===== src/rtl/axi4_lite_pkg.sv =====
// rtl/axi4_lite_pkg.sv - shared types and violation indices for the AXI4-Lite monitor
package axi4_lite_pkg;

    typedef enum logic [1:0] {
        OKAY   = 2'b00,
        EXOKAY = 2'b01,
        SLVERR = 2'b10,
        DECERR = 2'b11
    } resp_t;

    localparam int VIO_AR_STABLE    = 0;
    localparam int VIO_R_STABLE     = 1;
    localparam int VIO_AW_STABLE    = 2;
    localparam int VIO_W_STABLE     = 3;
    localparam int VIO_B_STABLE     = 4;
    localparam int VIO_R_UNEXPECTED = 5;
    localparam int VIO_B_UNEXPECTED = 6;
    localparam int VIO_OVERFLOW     = 7;
    localparam int VIO_TIMEOUT      = 8;
    localparam int VIO_COUNT        = 9;

    localparam int PROT_W = 3;

    function automatic logic is_err_resp(input logic [1:0] resp);
        return (resp_t'(resp) == SLVERR) || (resp_t'(resp) == DECERR);
    endfunction

endpackage


===== src/rtl/axi4_lite_chan_check.sv =====
// rtl/axi4_lite_chan_check.sv - per-channel valid/payload stability and stall timeout check
module axi4_lite_chan_check #(
    parameter int PW      = 8,
    parameter int TIMEOUT = 256
) (
    input  logic          clk,
    input  logic          rst,
    input  logic          valid,
    input  logic          ready,
    input  logic [PW-1:0] payload,
    output logic          stable_err,
    output logic          timeout_err
);

    localparam int SW = $clog2(TIMEOUT + 1);

    logic          stalled;
    logic          stalled_q;
    logic [PW-1:0] payload_q;
    logic [SW-1:0] stall_cnt;
    logic [SW-1:0] stall_next;

    assign stalled = valid && !ready;

    // Stall counter: counts consecutive stalled edges, parks at TIMEOUT.
    always_comb begin
        stall_next = '0;
        if (stalled) begin
            if (stall_cnt == SW'(TIMEOUT)) begin
                stall_next = stall_cnt;
            end else begin
                stall_next = stall_cnt + SW'(1);
            end
        end
    end

    // A stall last edge obliges valid to stay up with an unchanged payload.
    assign stable_err  = stalled_q && (!valid || (payload != payload_q));
    assign timeout_err = (stall_next == SW'(TIMEOUT));

    // Stall history and counter; reset wipes history so no check fires right after it.
    always_ff @(posedge clk) begin
        if (rst) begin
            stalled_q <= 1'b0;
            payload_q <= '0;
            stall_cnt <= '0;
        end else begin
            stalled_q <= stalled;
            payload_q <= payload;
            stall_cnt <= stall_next;
        end
    end

endmodule


===== src/rtl/axi4_lite_monitor.sv =====
// rtl/axi4_lite_monitor.sv - passive AXI4-Lite protocol checker and transaction counter
module axi4_lite_monitor
    import axi4_lite_pkg::*;
#(
    parameter int AWIDTH          = 12,
    parameter int DWIDTH          = 32,
    parameter int MAX_OUTSTANDING = 4,
    parameter int TIMEOUT         = 256,
    parameter int CWIDTH          = 32,
    localparam int OW             = $clog2(MAX_OUTSTANDING + 2)
) (
    input  logic                  i_clk,
    input  logic                  i_rst,
    input  logic                  i_arValid,
    input  logic                  i_arReady,
    input  logic [AWIDTH-1:0]     i_arAddr,
    input  logic [PROT_W-1:0]     i_arProt,
    input  logic                  i_rValid,
    input  logic                  i_rReady,
    input  logic [DWIDTH-1:0]     i_rData,
    input  logic [1:0]            i_rResp,
    input  logic                  i_awValid,
    input  logic                  i_awReady,
    input  logic [AWIDTH-1:0]     i_awAddr,
    input  logic [PROT_W-1:0]     i_awProt,
    input  logic                  i_wValid,
    input  logic                  i_wReady,
    input  logic [DWIDTH-1:0]     i_wData,
    input  logic [DWIDTH/8-1:0]   i_wStrb,
    input  logic                  i_bValid,
    input  logic                  i_bReady,
    input  logic [1:0]            i_bResp,
    input  logic                  i_clear,
    output logic [VIO_COUNT-1:0]  o_violation,
    output logic                  o_violationPulse,
    output logic [3:0]            o_firstErrCode,
    output logic [CWIDTH-1:0]     o_firstErrCycle,
    output logic [CWIDTH-1:0]     o_rdCount,
    output logic [CWIDTH-1:0]     o_wrCount,
    output logic [CWIDTH-1:0]     o_errRespCount,
    output logic [OW-1:0]         o_rdOutstanding
);

    localparam logic [OW-1:0] MAXP1 = OW'(MAX_OUTSTANDING + 1);

    logic              ar_hs, r_hs, aw_hs, w_hs, b_hs;
    logic              legal_r, legal_b;
    logic [4:0]        stable_err, timeout_err;
    logic [OW-1:0]     aw_pend, w_pend;
    logic [OW-1:0]     rd_next, aw_next, w_next;
    logic [CWIDTH-1:0] cycle_cnt;
    logic [VIO_COUNT-1:0] det, base;
    logic [3:0]        first_idx;

    assign ar_hs = i_arValid && i_arReady;
    assign r_hs  = i_rValid  && i_rReady;
    assign aw_hs = i_awValid && i_awReady;
    assign w_hs  = i_wValid  && i_wReady;
    assign b_hs  = i_bValid  && i_bReady;

    assign legal_r = r_hs && (o_rdOutstanding != '0);
    assign legal_b = b_hs && (aw_pend != '0) && (w_pend != '0);

    function automatic logic [OW-1:0] track_next(input logic [OW-1:0] cur,
                                                 input logic inc, input logic dec);
        logic [OW-1:0] nxt;
        nxt = cur;
        if (inc && !dec && (cur != MAXP1)) nxt = cur + OW'(1);
        if (dec && !inc && (cur != '0))    nxt = cur - OW'(1);
        return nxt;
    endfunction

    assign rd_next = track_next(o_rdOutstanding, ar_hs, legal_r);
    assign aw_next = track_next(aw_pend, aw_hs, legal_b);
    assign w_next  = track_next(w_pend, w_hs, legal_b);

    axi4_lite_chan_check #(.PW(AWIDTH + PROT_W), .TIMEOUT(TIMEOUT)) u_ar_check (
        .clk(i_clk), .rst(i_rst), .valid(i_arValid), .ready(i_arReady),
        .payload({i_arAddr, i_arProt}), .stable_err(stable_err[0]), .timeout_err(timeout_err[0]));
    axi4_lite_chan_check #(.PW(DWIDTH + 2), .TIMEOUT(TIMEOUT)) u_r_check (
        .clk(i_clk), .rst(i_rst), .valid(i_rValid), .ready(i_rReady),
        .payload({i_rData, i_rResp}), .stable_err(stable_err[1]), .timeout_err(timeout_err[1]));
    axi4_lite_chan_check #(.PW(AWIDTH + PROT_W), .TIMEOUT(TIMEOUT)) u_aw_check (
        .clk(i_clk), .rst(i_rst), .valid(i_awValid), .ready(i_awReady),
        .payload({i_awAddr, i_awProt}), .stable_err(stable_err[2]), .timeout_err(timeout_err[2]));
    axi4_lite_chan_check #(.PW(DWIDTH + DWIDTH/8), .TIMEOUT(TIMEOUT)) u_w_check (
        .clk(i_clk), .rst(i_rst), .valid(i_wValid), .ready(i_wReady),
        .payload({i_wData, i_wStrb}), .stable_err(stable_err[3]), .timeout_err(timeout_err[3]));
    axi4_lite_chan_check #(.PW(2), .TIMEOUT(TIMEOUT)) u_b_check (
        .clk(i_clk), .rst(i_rst), .valid(i_bValid), .ready(i_bReady),
        .payload(i_bResp), .stable_err(stable_err[4]), .timeout_err(timeout_err[4]));

    // Violations detected at this edge; overflow fires only on the step into MAX+1.
    always_comb begin
        det = '0;
        det[VIO_B_STABLE:VIO_AR_STABLE] = stable_err;
        det[VIO_R_UNEXPECTED] = r_hs && (o_rdOutstanding == '0);
        det[VIO_B_UNEXPECTED] = b_hs && !legal_b;
        det[VIO_OVERFLOW] = ((rd_next == MAXP1) && (o_rdOutstanding != MAXP1)) ||
                            ((aw_next == MAXP1) && (aw_pend != MAXP1)) ||
                            ((w_next == MAXP1) && (w_pend != MAXP1));
        det[VIO_TIMEOUT] = |timeout_err;
        base = i_clear ? '0 : o_violation;
    end

    // Lowest set index wins when several violations land on the same edge.
    always_comb begin
        first_idx = '0;
        for (int i = VIO_COUNT - 1; i >= 0; i--) begin
            if (det[i]) first_idx = 4'(i);
        end
    end

    // Counters, outstanding tracking, sticky violations and first-error capture.
    always_ff @(posedge i_clk) begin
        if (i_rst) begin
            cycle_cnt        <= '0;
            aw_pend          <= '0;
            w_pend           <= '0;
            o_rdOutstanding  <= '0;
            o_rdCount        <= '0;
            o_wrCount        <= '0;
            o_errRespCount   <= '0;
            o_violation      <= '0;
            o_violationPulse <= 1'b0;
            o_firstErrCode   <= '0;
            o_firstErrCycle  <= '0;
        end else begin
            cycle_cnt       <= cycle_cnt + CWIDTH'(1);
            aw_pend         <= aw_next;
            w_pend          <= w_next;
            o_rdOutstanding <= rd_next;
            o_rdCount       <= o_rdCount + CWIDTH'(r_hs);
            o_wrCount       <= o_wrCount + CWIDTH'(b_hs);
            o_errRespCount  <= o_errRespCount + CWIDTH'(r_hs && is_err_resp(i_rResp))
                                              + CWIDTH'(b_hs && is_err_resp(i_bResp));
            o_violation      <= base | det;
            o_violationPulse <= |(det & ~base);
            if ((base == '0) && (det != '0)) begin
                o_firstErrCode  <= first_idx;
                o_firstErrCycle <= cycle_cnt;
            end else if (i_clear) begin
                o_firstErrCode  <= '0;
                o_firstErrCycle <= '0;
            end
        end
    end

endmodule


===== config.mk =====
export PLATFORM = sky130hd
export DESIGN_NAME = axi4_lite_monitor
export DESIGN_NICKNAME = d
export VERILOG_FILES = /design/src/rtl/axi4_lite_pkg.sv /design/src/rtl/axi4_lite_chan_check.sv /design/src/rtl/axi4_lite_monitor.sv
export SDC_FILE = /design/constraint.sdc
export NUM_CORES = 1
export LEC_CHECK = 0
export CORE_MARGIN = 1
export CORE_UTILIZATION = 48
export CTS_CLUSTER_DIAMETER = 60
export DETAILED_ROUTE_END_ITERATION = 7
export PLACE_DENSITY_LB_ADDON = 0.2
export SLEW_MARGIN = 5
export SYNTH_ARGS = -nofsm -noshare
export SYNTH_HDL_FRONTEND = slang
export SYNTH_HIERARCHICAL = 1
export SYNTH_SLANG_ARGS = --single-unit

===== constraint.sdc =====
create_clock -name i_clk -period 2.8 [get_ports i_clk]
set_input_delay 0.42 -clock i_clk [delete_from_list [all_inputs] [get_ports i_clk]]
set_output_delay 0.42 -clock i_clk [all_outputs]
set_load 0.01 [all_outputs]

# [Word level (Yosys, flattened, before mapping)]
# Cells that the tools add are included.
# W data, S select, Z words.
[word_totals] ff_bits=335 inputBits=115 out_inout_bits=145
[classes] n_addsub=16 n_eq_ne=25 muxes=30 bitwise=3 n_reduce_logical=71
[op_table] cell="$add A32 B1 Y32" n=4
[op_table] cell="$mux W9" n=11
[op_table] cell="$eq A9 B9 Y1 const B" n=10
[op_table] cell="$mux W32" n=2
[op_table] cell="$add A9 B1 Y9 const B" n=5
[op_table] cell="$mux W4" n=11
[op_table] cell="$logic_and A1 B1 Y1" n=38
[op_table] cell="$ne A36 B36 Y1" n=1
[op_table] cell="$ne A34 B34 Y1" n=1
[op_table] cell="$add A32 B1 Y32 const B" n=1
[op_table] cell="$ne A15 B15 Y1" n=2
[op_table] cell="$mux W3" n=6
[op_table] cell="$logic_not A1 Y1" n=15
[op_table] cell="$add A3 B1 Y3 const B" n=3
[op_table] cell="$and A9 B9 Y9" n=1
[op_table] cell="$eq A3 B3 Y1 const B" n=3
[op_table] cell="$logic_not A9 Y1" n=1
[op_table] cell="$logic_or A1 B1 Y1" n=9
[op_table] cell="$ne A3 B3 Y1 const B" n=3
[op_table] cell="$not A9 Y9" n=1
[op_table] cell="$or A9 B9 Y9" n=1
[op_table] cell="$reduce_bool A3 Y1" n=3
[op_table] cell="$reduce_bool A9 Y1" n=1
[op_table] cell="$reduce_or A9 Y1" n=1
[op_table] cell="6 further kinds" n=11

# [Depth between registers and ports, before layout]
[logic_depth] word_depth=21 depth_mapped=13

# [By module]
# Netlist, hierarchy kept.
[modules_own_cells] module="axi4_lite_monitor" instances=1 cells_per_inst=960 area_per_inst_um2=8329.2 seq_area_each_um2=3663.5
[modules_own_cells] module="axi4_lite_chan_check at u_ar_check ..." instances=2 cells_per_inst=121 area_per_inst_um2=1167.4 seq_area_each_um2=500.5
[modules_own_cells] module="axi4_lite_chan_check at u_w_check" instances=1 cells_per_inst=191 area_per_inst_um2=1924.3 seq_area_each_um2=920.9
[modules_own_cells] module="axi4_lite_chan_check at u_r_check" instances=1 cells_per_inst=185 area_per_inst_um2=1841.8 seq_area_each_um2=880.8
[modules_own_cells] module="axi4_lite_chan_check at u_b_check" instances=1 cells_per_inst=76 area_per_inst_um2=638.1 seq_area_each_um2=240.2

# [Least setup slack after synthesis]
# OpenSTA, ideal clock, no wires.
[synth_timing] path_kind="flip-flop to flip-flop" start="reg u_w_check.stall_cnt[0]" end="reg o_firstErrCycle[10]" arrival_ns=2.727 t_required_ns=2.682 setup_slack_ns=-0.045 stages_incl_launch_ff=13 synth_period_minus_slack_ns=2.845 path_cell_list="dfxtp_1 > ha_1 > and3_4 > a311oi_1 > a211oi_1 > nor4_2 > or4_1 > nor2_1 > nand3_1 > o21a_1 > buf_6 > buf_12 > mux2i_1"
[synth_via] elab_chain_cells=8
[synth_rtl] element="from (decl)" line_no="axi4_lite_chan_check.sv:20" text="logic [SW-1:0] stall_cnt;"
[synth_rtl] element="from (signal assigned)" line_no="axi4_lite_chan_check.sv:50" text="stall_cnt <= stall_next;"
[synth_rtl] element="$add A9 B1 Y9 or $eq A9 B9 Y1 (tied branches)" line_no="axi4_lite_chan_check.sv:32, axi4_lite_chan_check.sv:29"
[synth_rtl] element="$mux W9 (*)" line_no="axi4_lite_chan_check.sv:29" text="if (stall_cnt == SW'(TIMEOUT)) begin"
[synth_rtl] element="$mux W9 (*)" line_no="axi4_lite_chan_check.sv:28" text="if (stalled) begin"
[synth_rtl] element="$eq A9 B9 Y1 (*)" line_no="axi4_lite_chan_check.sv:39" text="assign timeout_err = (stall_next == SW'(TIMEOUT));"
[synth_rtl] element="named net timeout_err[3]" line_no="axi4_lite_monitor.sv:48" text="logic [4:0] stable_err, timeout_err;"
[synth_rtl] element="$reduce_or A5 Y1 (*)" line_no="axi4_lite_monitor.sv:102" text="det[VIO_TIMEOUT] = |timeout_err;"
[synth_rtl] element="$reduce_bool A9 Y1 (*)" line_no="axi4_lite_monitor.sv:139" text="if ((base == '0) && (det != '0)) begin"
[synth_rtl] element="$logic_and A1 B1 Y1 (*)" line_no="axi4_lite_monitor.sv:139"
[synth_rtl] element="$mux W32 or $reduce_bool A2 Y1 (tied branches)"
[synth_rtl] element="to (signal assigned)" line_no="axi4_lite_monitor.sv:141" text="o_firstErrCycle <= cycle_cnt;"
[synth_rtl] element="to (decl)" line_no="axi4_lite_monitor.sv:37" text="output logic [CWIDTH-1:0] o_firstErrCycle,"
# The timed path passes the listed nets; every way through them passes the cells marked *.
# A chain may end at the register's enable or synchronous reset.

# [Worst setup path in the final report]
[layout_timing] start="in i_wData[31]" end="reg o_firstErrCycle[10]"
[layout_via] elab_chain_cells=6
[layout_rtl] element="from (decl)" line_no="axi4_lite_monitor.sv:28" text="input logic [DWIDTH-1:0] i_wData,"
[layout_rtl] element="$ne A36 B36 Y1 (*)" line_no="axi4_lite_chan_check.sv:38" text="assign stable_err = stalled_q && (!valid || (payload != payload_q));"
[layout_rtl] element="$logic_or A1 B1 Y1 (*)" line_no="axi4_lite_chan_check.sv:38"
[layout_rtl] element="$logic_and A1 B1 Y1 (*)" line_no="axi4_lite_chan_check.sv:38"
[layout_rtl] element="named net det[3]" line_no="axi4_lite_monitor.sv:52" text="logic [VIO_COUNT-1:0] det, base;"
[layout_rtl] element="$reduce_bool A9 Y1 (*)" line_no="axi4_lite_monitor.sv:139"
[layout_rtl] element="$logic_and A1 B1 Y1 (*)" line_no="axi4_lite_monitor.sv:139"
[layout_rtl] element="$mux W32 or $reduce_bool A2 Y1 (tied branches)"
# Marks and branches as above.

==> results.json <==
{
  "core_area_mm2": 0.0307,
  "highest-signal-layer": "met4",
  "fin_nets": 2154,
  "fp-row-count": 64,
  "synth-compound-area-share": 0.0560,
  "syn_nets": 1798,
  "synth_top_family_by_area": "simple AND/OR/NAND/NOR gates",
  "worst_pin_slew_ps": 774,
  "die_w_um": 179,
  "initial_core_util": 0.490,
  "antenna_left": 0,
  "synth_top_area_frac": 0.445,
  "path_clk_slew_ps": 60,
  "end_kind": "flip-flop",
  "async_flop_share": 0,
  "cp_max_fo": 8,
  "fmaxAchievable_mhz": 371,
  "drt_iter0_markers": 621,
  "grt_use_total": 0.214,
  "final_layout_size_suffix_gt1_frac": 0.118,
  "hold_path_startpoint": "i_rst",
  "die_height_um": 179,
  "gp_congestion": 0.878,
  "num_io_pins": 260,
  "startpoint_type": "primary input",
  "drv_slew": 0,
  "timing.final.hold_violations": 0,
  "power_uw": 11800,
  "slew_headroom": 0.477,
  "wl_met1_um": 15600,
  "wl_per_cell_um": 14.5,
  "final_cells": 2436,
  "clk_latency_ps": 520,
  "dp_hpwl_um": 25300,
  "synth_area_leader_cell": "dfxtp_1",
  "yosys-top-cells-area": "dfxtp_1 (45%), xor2_1 (8.3%), xnor2_1 (6.0%)",
  "met2_length_um": 16200,
  "skew_ps": 14.7,
  "final_area_mm2": 0.0203,
  "period_needed_ps": 2690,
  "power_density_mw_per_mm2": 579,
  "violations": "design-rule violations",
  "tns_ps": 0,
  "setup_viol": 0,
  "yosysUniqueCellTypes": 83,
  "synth_ff_type": "dfxtp_1",
  "drv_cap": 0,
  "grt_start_max_net_pins": 103,
  "dp.cells": 2359,
  "cts_sinks": 335,
  "synthAdderAreaFrac": 0.0246,
  "timing.rr.start": "u_aw_check/stall_cnt[0]$_SDFF_PP0_",
  "num_vias": 12504,
  "die-area_mm2": 0.0321,
  "met3_wirelength_um": 2560,
  "h-tree-depth": 2,
  "ys_seq_area_frac": 0.445,
  "antenna_found_initial": 1,
  "clockBufferDepth": 3,
  "peakVddDrop_v": 0.000524,
  "ctsHoldBuffers": 0,
  "synthMuxAreaShare": 0.0300,
  "syn_to_final_growth_pct": 34.8,
  "synth_seq_cells": 335,
  "synth_edf_count": 0,
  "grt.overflow.total": 0,
  "synth_xor_area_frac": 0.143,
  "place_area_mm2": 0.0187,
  "syn_area_mm2": 0.0151,
  "fill_cells": 2509,
  "first_pass_iters": 8,
  "wl_um": 35200,
  "criticalPathCategory": "primary input to flip-flop",
  "fin_util": 0.661,
  "port_buffers": 259,
  "viasPerCell": 5.13,
  "synth.avg_cell_area_um2": 9.11,
  "hold_class": "primary input to flip-flop",
  "first_global_vias": 11885,
  "crit_required_ps": 3200,
  "synthSimpleGateAreaFrac": 0.267,
  "cts_tree": "yes",
  "min_period_over_period": 0.962,
  "drc": 39,
  "status": "complete, but fails checks",
  "arrival_ps": 3090,
  "cts_root_buffer": "clkbuf_16",
  "numCtsBuffers": 39,
  "p_leak_uw": 0.00768,
  "grt_pass1_wl_um": 56500,
  "netlist_instances": 1654,
  "critPathLaunch": "i_wData[31]",
  "synth_warnings": 6
}
critical path, cell delays in order:
cell             delay (ps)
clkdlybuf4s50_1         430
xor2_1                  150
nor4_1                  340
nand4_1                 180
o31a_1                  390
nor4_1                  280
buf_4                   190
nand3_4                  90
o21a_4                  300
clkbuf_16               190
mux2i_1                 120
flip-flops by register name (all words and copies together), names as in the netlist, 15 cells and up:
register	flops
u_w_check/payload_q	36
u_r_check/payload_q	34
u_ar_check/payload_q	15
cycle_cnt	32
o_errRespCount	32
u_aw_check/payload_q	15
o_rdCount	32
o_wrCount	32
o_firstErrCycle	32
metrics by stage:
step | hold WS, ps | setup slack, ps
floorplan | 441 | 0.948
global placement | 456 | -415
detailed placement | 463 | -441
CTS | 335 | 20.1
global route | 360 | -6.15
finish | 343 | 108
logic make-up (layout without fill, tap and decap cells):
| group | after synthesis | after routing |
|---|---|---|
| adder cells (fa/ha/maj) | 29 | 29 |
| AO/OA/AOI/OAI | 127 | 127 |
| flip-flops | 335 | 335 |
| AND/OR/NAND/NOR | 764 | 764 |
| XOR/XNOR | 246 | 246 |
| multiplexers | 45 | 45 |
| buffers and inverters | 108 | 493 |
| other | 0 | 1 |
where the power goes:
part	leakage (uW)	total [uW]	internal [uW]	switching, uW
Clock	0.000666	5260	3310	1950
Sequential	0.00274	5020	4910	105
Combinational	0.00428	1490	773	719
Total	0.00768	11800	9000	2770
cells in the mapped netlist, drive strengths merged (20+ instances only):
cell type  count
or3           20
o21ai         29
and3          24
nor3          22
dfxtp        335
xor2         142
nor2         211
nand3        109
nor4          25
nor2b        121
a21oi         42
xnor2        104
nand4         60
mux2i         44
nand2        107
inv           53
ha            28
clkbuf        40
what timing repair did:
| action | in CTS | in global routing |
|---|---|---|
| gates cloned | 1 | 2 |
| setup buffers | 0 | 4 |
| gates resized for setup | 12 | 37 |
| endpoints found under the setup margin | 35 | 36 |
| pin swaps | 4 | 8 |
final cells by class:
cell class | count | area (um2) | share of cell area
clock inverters | 9 | 149 | 0.00733
clock buffers | 61 | 1200 | 0.0591
multi-input cells | 1211 | 8030 | 0.395
repair buffers | 370 | 3520 | 0.173
well taps | 396 | 495 | 0.0244
diodes | 1 | 2.50 | 0.000123
inverters | 53 | 199 | 0.00979
flip-flops and latches | 335 | 6720 | 0.331
final timing paths:
check | cells after the start | endpoint | slack, ps
setup / recovery | 11 | o_firstErrCycle[10]$_SDFFE_PP0P_ | 110
hold / removal | 2 | u_w_check/payload_q[32]$_SDFF_PP0_ | 340
setup reg to reg | 11 | o_firstErrCycle[10]$_SDFFE_PP0P_ | 120
hold reg to reg | 2 | o_firstErrCycle[19]$_SDFFE_PP0P_ | 470
placed cells by master (no fill, tap or decap), types with 13 or more instances in the layout:
cell / instances
dfxtp_1: 326
clkdlybuf4s50_1: 258
nor2_1: 208
xor2_1: 142
nor2b_1: 121
nand2_1: 107
nand3_1: 105
xnor2_1: 104
buf_4: 103
nand4_1: 56
inv_1: 51
mux2i_1: 43
clkbuf_16: 43
a21oi_1: 41
o21ai_0: 26
ha_1: 25
and3_1: 23
or3_1: 20
nor3_1: 19
nor4_1: 18
and4_1: 13
per-layer routing:
| metal | GRT usage | up-vias |
|---|---|---|
| met5 | 0 | - |
| met4 | 0.0718 | 0 |
| met3 | 0.0562 | 58 |
| met2 | 0.352 | 302 |
| met1 | 0.270 | 5801 |
| li1 | - | 6343 |
No activity file was read; power rests on OpenSTA's default activity.
